File: config.mk
export PLATFORM = sky130hd
export DESIGN_NAME = mig_req_tx
export DESIGN_NICKNAME = d
export VERILOG_FILES = /design/src/rtl/mig_req_tx.sv
export SDC_FILE = /design/constraint.sdc
export NUM_CORES = 1
export LEC_CHECK = 0
export CORE_MARGIN = 5
export CORE_UTILIZATION = 47
export CTS_CLUSTER_SIZE = 10
export DETAILED_ROUTE_END_ITERATION = 10
export PLACE_DENSITY = 0.78
export SLEW_MARGIN = 0
export SYNTH_ARGS = -nofsm -noshare
export SYNTH_HDL_FRONTEND = slang
export SYNTH_SLANG_ARGS = --single-unit
File: constraint.sdc
create_clock -name wclk -period 2.5 [get_ports wclk]
set_clock_uncertainty 0.2 [all_clocks]
set_input_delay 0.375 -clock wclk [delete_from_list [all_inputs] [get_ports wclk]]
set_output_delay 0.375 -clock wclk [all_outputs]
set_load 0.01 [all_outputs]
File: src/rtl/mig_req_tx.sv
// mig_req_tx: serializes D-cache line requests into async-FIFO packet words.
// Optional header parity bit when MIG_REQ_TX_PARITY_EN is defined.
module mig_req_tx #(
    parameter int AFIFODW = 32,
    parameter int LINEW   = 128,
    parameter int ADRW    = 28
) (
    input  logic               wclk,
    input  logic               wrst_n,
    input  logic               req_valid,
    output logic               req_ready,
    input  logic               req_wr,
    input  logic [ADRW-1:0]    req_adr,
    input  logic [LINEW-1:0]   req_wdata,
    output logic               fifo_wen,
    output logic [AFIFODW-1:0] fifo_wdata,
    input  logic               fifo_wqfull,
    output logic               busy
);

    localparam int NBEAT = LINEW / AFIFODW;
    localparam int CNTW  = (NBEAT > 1) ? $clog2(NBEAT) : 1;
    localparam logic [CNTW-1:0] LAST = CNTW'(NBEAT - 1);

    typedef enum logic [1:0] {
        IDLE = 2'd0,
        HDR  = 2'd1,
        DATA = 2'd2
    } state_t;

    state_t                          state_q;
    logic [CNTW-1:0]                 cnt_q;
    logic                            wr_q;
    logic [ADRW-1:0]                 adr_q;
    logic [NBEAT-1:0][AFIFODW-1:0]   wdata_q;
    logic                            par;
    logic [AFIFODW-1:0]              hdr;

`ifdef MIG_REQ_TX_PARITY_EN
    logic par_q;

    always_ff @(posedge wclk or negedge wrst_n) begin
        if (!wrst_n) begin
            par_q <= 1'b0;
        end else if (state_q == IDLE && req_valid) begin
            par_q <= req_wr & (^req_wdata);
        end
    end

    assign par = par_q;
`else
    assign par = 1'b0;
`endif

    always_ff @(posedge wclk or negedge wrst_n) begin
        if (!wrst_n) begin
            state_q <= IDLE;
            cnt_q   <= '0;
            wr_q    <= 1'b0;
            adr_q   <= '0;
            wdata_q <= '0;
        end else begin
            unique case (state_q)
                IDLE: begin
                    if (req_valid) begin
                        wr_q    <= req_wr;
                        adr_q   <= req_adr;
                        wdata_q <= req_wdata;
                        state_q <= HDR;
                    end
                end
                HDR: begin
                    if (!fifo_wqfull) begin
                        cnt_q   <= '0;
                        state_q <= wr_q ? DATA : IDLE;
                    end
                end
                DATA: begin
                    if (!fifo_wqfull) begin
                        if (cnt_q == LAST) begin
                            cnt_q   <= '0;
                            state_q <= IDLE;
                        end else begin
                            cnt_q <= cnt_q + 1'b1;
                        end
                    end
                end
                default: state_q <= IDLE;
            endcase
        end
    end

    always_comb begin
        hdr              = '0;
        hdr[AFIFODW-1]   = wr_q;
        hdr[AFIFODW-2]   = par;
        hdr[ADRW-1:0]    = adr_q;
    end

    always_comb begin
        fifo_wdata = '0;
        unique case (state_q)
            HDR:     fifo_wdata = hdr;
            DATA:    fifo_wdata = wdata_q[cnt_q];
            default: fifo_wdata = '0;
        endcase
    end

    assign fifo_wen  = (state_q == HDR || state_q == DATA) && !fifo_wqfull;
    assign req_ready = (state_q == IDLE);
    assign busy      = (state_q != IDLE);

endmodule

==> reports/metrics.yaml, run 1 <==
ys_dominant_reg_cell: "dfrtp_1"
timing.rr.end: "state_q[0]"
fillers: 1050
dieHeight_um: 135
vias: 5016
grtUsageMet1: 0.283
synth-edff-count: 0
r2r-start: "cnt_q[0]"
die_area_um2: 18200
drt_iter0_markers: 176
powerDensity_nw_per_um2: 1210
synth.top_cells.by_count: "161 x dfrtp_1, 158 x mux2_2, 55 x mux2i_1"
crit_path_start_kind: "flop"
grt_pass1_vias: 5736
violations: "setup timing"
grt_first_pass_wirelength_um: 31200
ys_ff_latch: 161
track_usage: 0.222
setup_viol: 15
drv_cap: 0
setup.worst_path.end_class: "output port"
antenna_found_initial: 0
worstPathArrival_ns: 2.04
preCtsSetupSlack_ns: -0.0751
drt-total-wl_um: 19900
finalHoldViolCount: 0
crit_family: "buffers and inverters"
dr.pass1.iters: 5
synth_area_um2: 7350
p_leak_nw: 4.70
grtUsageMet3: 0.0436
drc: 0
period_share: 1.04
ir_drop_mv: 0.566
diodes: 0
rsz0062_at_grt: "true"
cts_tree: "yes"
synthArstFlopShare: 1.00
critPathBufInv: 3
drive_above_1_share: 0.430
wl_per_cell_um: 21.1
r2r_cells: 6
critPathSlowestCell: "dfrtp_1"
dp_hpwl_um: 13200
synth_top_area_frac: 0.548
path_cells: "inv_2 -> ha_4 -> nand3b_4 -> buf_12 -> o22ai_1 -> a21o_1 -> clkdlybuf4s15_2"
start_util: 0.482
yosysTopAreaCell: "dfrtp_1"
insertion_delay_ns: 0.42
synth_most_common_cell: "dfrtp_1"
synth.avg_cell_area_um2: 14.8
design_area_um2: 10800
synth_cell_types: 23
seq_area_frac_synth: 0.548
min_path_type: "in -> async"
status: "finished with violations"
yosysWarnings: 0
min_period_ns: 2.61
placedInstanceArea_um2: 9650
critPathKind: "reg -> out"
tightest_slew_ns: 0.445
detail-route-antenna-nets: 0
fin_ws_ns: -0.112
ios: 196
grt_busiest_layer: "met2"
critPathMaxStageDelay_ns: 0.36
core_area_um2: 15300
synth_area_leaders: "dfrtp_1 55%, mux2_2 24%, mux2i_1 7.5%"
gpl.final_weighted_congestion: 0.799
port_buffers: 195
whs_ns: 0.245
r2r_slack_ns: 0.56
slew_viol_final: 0
routed_via_density: 5.31
synthCells: 497
die_w_um: 135
clk_pin_slew_ns: 0.06
cts_inserted_buffers: 17
cts.sinks: 161
timing.slew.headroom: 0.704
cp_max_fo: 13
syn2layout_area_growth_pct: 47.3
cts_buffer_depth: 2
gr-total-overflow: 0
h-tree-depth: 4
synth_fp_nets: 664
grt_start_max_net_pins: 51
cp.required_ns: 1.92
clk_root_buffer_cell: "clkbuf_16"
fin_nets: 890
fmaxAchievable_mhz: 383
globalRouteMet2Util: 0.374
row_count: 45
[sequential cells by signal, indices dropped and copies added (netlist names)]
name / cells
wdata_q: 128
adr_q: 28
cnt_q: 2
state_q: 2
wr_q: 1
[cells by family after synthesis]
family                     after synthesis  share of synthesized area
and+or+nand+nor                         15                     0.0128
AOI/OAI and AO/OA                       59                     0.0567
muxes                                  218                      0.332
DFF                                    161                      0.548
adders and majority gates                6                     0.0102
buffers and inverters                   38                     0.0397
[final cells by class]
cell class	count	area, um2	share of cell area
clock buffers	23	478	0.0442
clock inverters	6	82.6	0.00763
inverters	4	15.0	0.00139
multi-input cells	298	3390	0.313
flip-flops and latches	161	4030	0.373
well taps	211	264	0.0244
repair buffers	241	2560	0.237
[worst max-delay path by stage]
stage,startpoint,endpoint,slack [ns],cells after the start
floorplan,state_q[0],fifo_wdata[12],0.36,7
global route,state_q[0],fifo_wdata[11],-0.17,7
detailed placement,state_q[0],fifo_wdata[14],-0.08,7
global placement,state_q[0],fifo_wdata[14],-0.07,7
finish,state_q[0],fifo_wdata[11],-0.11,7
CTS,state_q[0],fifo_wdata[14],-0.11,7
[timing repair]
action / CTS / global route
setup buffers: 9 / 1
pin swaps: 15 / 11
cloned: 7 / 1
setup endpoints to repair: 33 / 31
hold endpoints to repair: 42 / 0
resized for setup: 172 / 42
hold buffers: 1 / 0
[through the flow]
step	TNS [ns]	power, mW	utilization	std cells
CTS	-0.621	12.7	0.692	942
floorplan	0	7.81	-	497
detailed placement	-0.771	9.61	0.633	896
global route	-2.29	13.8	0.709	944
finish	-0.670	13.1	0.709	944
global placement	-0.340	9.34	0.633	896
[layer usage]
metal / up-vias / routed length (um)
met5: - / 0
met4: 0 / 508
met3: 37 / 940
met2: 142 / 10200
met1: 2562 / 8250
li1: 2275 / -
[cells in the final DEF, fill, tap and decap left out, drive strengths merged, types with 3 or more instances in the layout]
| master | Yosys | final |
|---|---|---|
| nand2 | 4 | 4 |
| mux2 | 158 | 158 |
| dfrtp | 161 | 161 |
| mux4 | 5 | 5 |
| clkinv | 0 | 3 |
| clkdlybuf4s50 | 0 | 161 |
| o22ai | 27 | 27 |
| and3 | 3 | 3 |
| inv | 4 | 4 |
| mux2i | 55 | 55 |
| a21o | 27 | 27 |
| clkdlybuf4s15 | 0 | 3 |
| a32o | 4 | 4 |
| clkbuf | 1 | 24 |
| ha | 6 | 6 |
| buf | 33 | 74 |
[power by group]
group          switching (mW)  total, mW  internal [mW]
Combinational            2.32       5.83           3.51
Sequential              0.832       4.79           3.95
Clock                   0.981       2.51           1.53
Total                    4.14       13.1           8.99
Note: power is estimated with default switching activity, not from simulation.
==> run 2, diff against run 1 <==
Settings changed: ABC_CLOCK_PERIOD_IN_PS set to 2500, TNS_END_PERCENT set to 100.
==> results of run 2 <==
No change in the layout: final DEF, timing and power equal those of run 1.
==> run 3, diff against run 2 <==
Settings changed: CORE_ASPECT_RATIO set to 0.9, PLACE_DENSITY 0.78 to 0.85.
==> reports/metrics.yaml, run 3 (same netlist as run 1, synthesis figures left out) <==
p_leak_nw: 4.67  # -0.60%
design_area_um2: 10600  # -1.7%
die_area_um2: 18200  # about the same
slew_viol_final: 0  # unchanged
die_w_um: 142  # +5.0%
register_area_um2: 4030  # unchanged
ios: 196  # unchanged
largest_reg_flops: 128  # unchanged
final_common_cell: "clkdlybuf4s50_1"
r2r_cells: 7  # +1
drv_cap: 0  # unchanged
routed_via_density: 5.42  # +2.1%
period_share: 1.03  # -0.0146
setup.worst_path.end_class: "output port"
gpl.final_weighted_congestion: 0.797  # -0.26%
detail-route-antenna-nets: 0  # unchanged
drc: 0  # unchanged
cp.required_ns: 1.92  # about the same
cts.sinks: 161  # unchanged
fin_ws_ns: -0.0753  # +0.0366 ns
vias: 5072  # +1.1%
drive_above_1_share: 0.423  # -0.00682
track_usage: 0.211  # -0.0110
setup_viol: 12  # -3
insertion_delay_ns: 0.42  # about the same
antenna_found_initial: 0  # unchanged
cp_max_fo: 8  # -5
diodes: 0  # unchanged
fin_nets: 887  # -0.34%
p_total_mw: 12.8  # -2.1%
dr.pass1.iters: 4  # -1
critPathKind: "reg -> out"
start_util: 0.478  # -0.00403
clk_pin_slew_ns: 0.06  # about the same
rsz0062_at_grt: "true"
dpl.cell_count: 883  # -1.5%
syn2layout_area_growth_pct: 44.8
row_count: 43  # -4.4%
fmaxAchievable_mhz: 388  # +1.4%
fin_setup_tns_ns: -0.478  # +0.192 ns
min_path_type: "in -> async"
timing.slew.headroom: 0.610  # -0.0933
ir_drop_mv: 0.701  # +24%
crit_path_start_kind: "flop"
dieHeight_um: 129  # -4.8%
top_register: "wdata_q"
cts_tree: "yes"
status: "finished with violations"
core_area_um2: 15400  # +0.84%
final_cell_mix: "161 x clkdlybuf4s50_1, 160 x dfrtp_1, 158 x mux2_2"
placedInstanceArea_um2: 9610  # -0.43%
powerDensity_nw_per_um2: 1210  # -0.44%
port_buffers: 195  # unchanged
clk_root_buffer_cell: "clkbuf_16"
final_util: 0.691  # -0.0179
cts_buffer_depth: 2  # unchanged
wl_per_cell_um: 20.4  # -3.4%
tightest_slew_ns: 0.585  # +0.140 ns
multi_input_area_um2: 3280  # -3.3%
grt_start_max_net_pins: 63  # +24%
cts_inserted_buffers: 17  # unchanged
drt-total-wl_um: 19000  # -4.3%
final_cells: 935  # -0.95%
dp_hpwl_um: 12700  # -4.0%
fillers: 997  # -5.0%
worstPathArrival_ns: 2.00  # -0.04 ns
gr-total-overflow: 0  # unchanged
min_period_ns: 2.58  # -0.0366 ns
finalHoldViolCount: 0  # unchanged
h-tree-depth: 4  # unchanged
violations: "setup timing"
grt_pass1_vias: 5573  # -2.8%
grt_first_pass_wirelength_um: 29800  # -4.7%
reg_top3: "wdata_q: 128 flops, adr_q: 28 flops"
drt_iter0_markers: 178  # +1.1%
## run 3: cell types whose count changed in the layout (fill, tap and decap cells not counted), moves of 3 or more
cell      before  now
clkinv_4       0    3
clkinv_2       3    0
buf_16         9    1
mux2i_4       10    0
o22ai_2       11   16
o22ai_1       11    7
mux2i_1       34   46
## run 3: final timing paths
check / to / start / slack, ns
setup / recovery: fifo_wdata[13] / state_q[0] / -0.08
hold / removal: wdata_q[52] / wrst_n / 0.30
setup reg to reg: state_q[0] / cnt_q[0] / 0.40
hold reg to reg: adr_q[4] / adr_q[4] / 0.30
max in group asynchronous: wdata_q[89] / wrst_n / 1.12
min in group wclk: adr_q[4] / adr_q[4] / 0.30
## run 3: worst max-delay path, stage by stage (launching register included)
cell,delay (ns)
dfrtp_1,0.39
inv_2,0.13
ha_4,0.25
nand3_4,0.16
buf_8,0.18
o22ai_2,0.08
a21o_1,0.17
clkdlybuf4s15_2,0.22
## run 3: area by class of cell
type / count / share of cell area
well taps: 202 / 0.0238
repair buffers: 238 / 0.226
multi-input cells: 298 / 0.308
flip-flops and latches: 161 / 0.379
clock buffers: 22 / 0.0455
inverters: 4 / 0.00141
clock inverters: 10 / 0.0161
## run 3: report_power, final
group          switching (mW)  internal [mW]
Combinational            2.17           3.13
Clock                    1.05           1.79
Sequential              0.758           3.95
Total                    3.98           8.87
## run 3: routing by layer
metal | track usage | routed length (um)
met3 | 0.0505 | 1110
met5 | 0 | 0
met2 | 0.348 | 9590
met4 | 0.0728 | 331
met1 | 0.275 | 8010
## run 3: metrics by stage
step	worst slack, ns	hold WS [ns]
3_5_place_dp	-0.102	0.201
2_1_floorplan	0.364	-0.121
3_3_place_gp	-0.0482	0.192
5_1_grt	-0.151	0.313
4_1_cts	-0.105	0.307
6_report	-0.0753	0.302
## run 3: repair_timing
item                       CTS  global route
gates cloned                 3             1
hold endpoints to repair    57             0
setup buffers               13             3
pin swaps                   11             2
hold buffers                 1             0
resized for setup          166            28
setup endpoints to repair   33            30
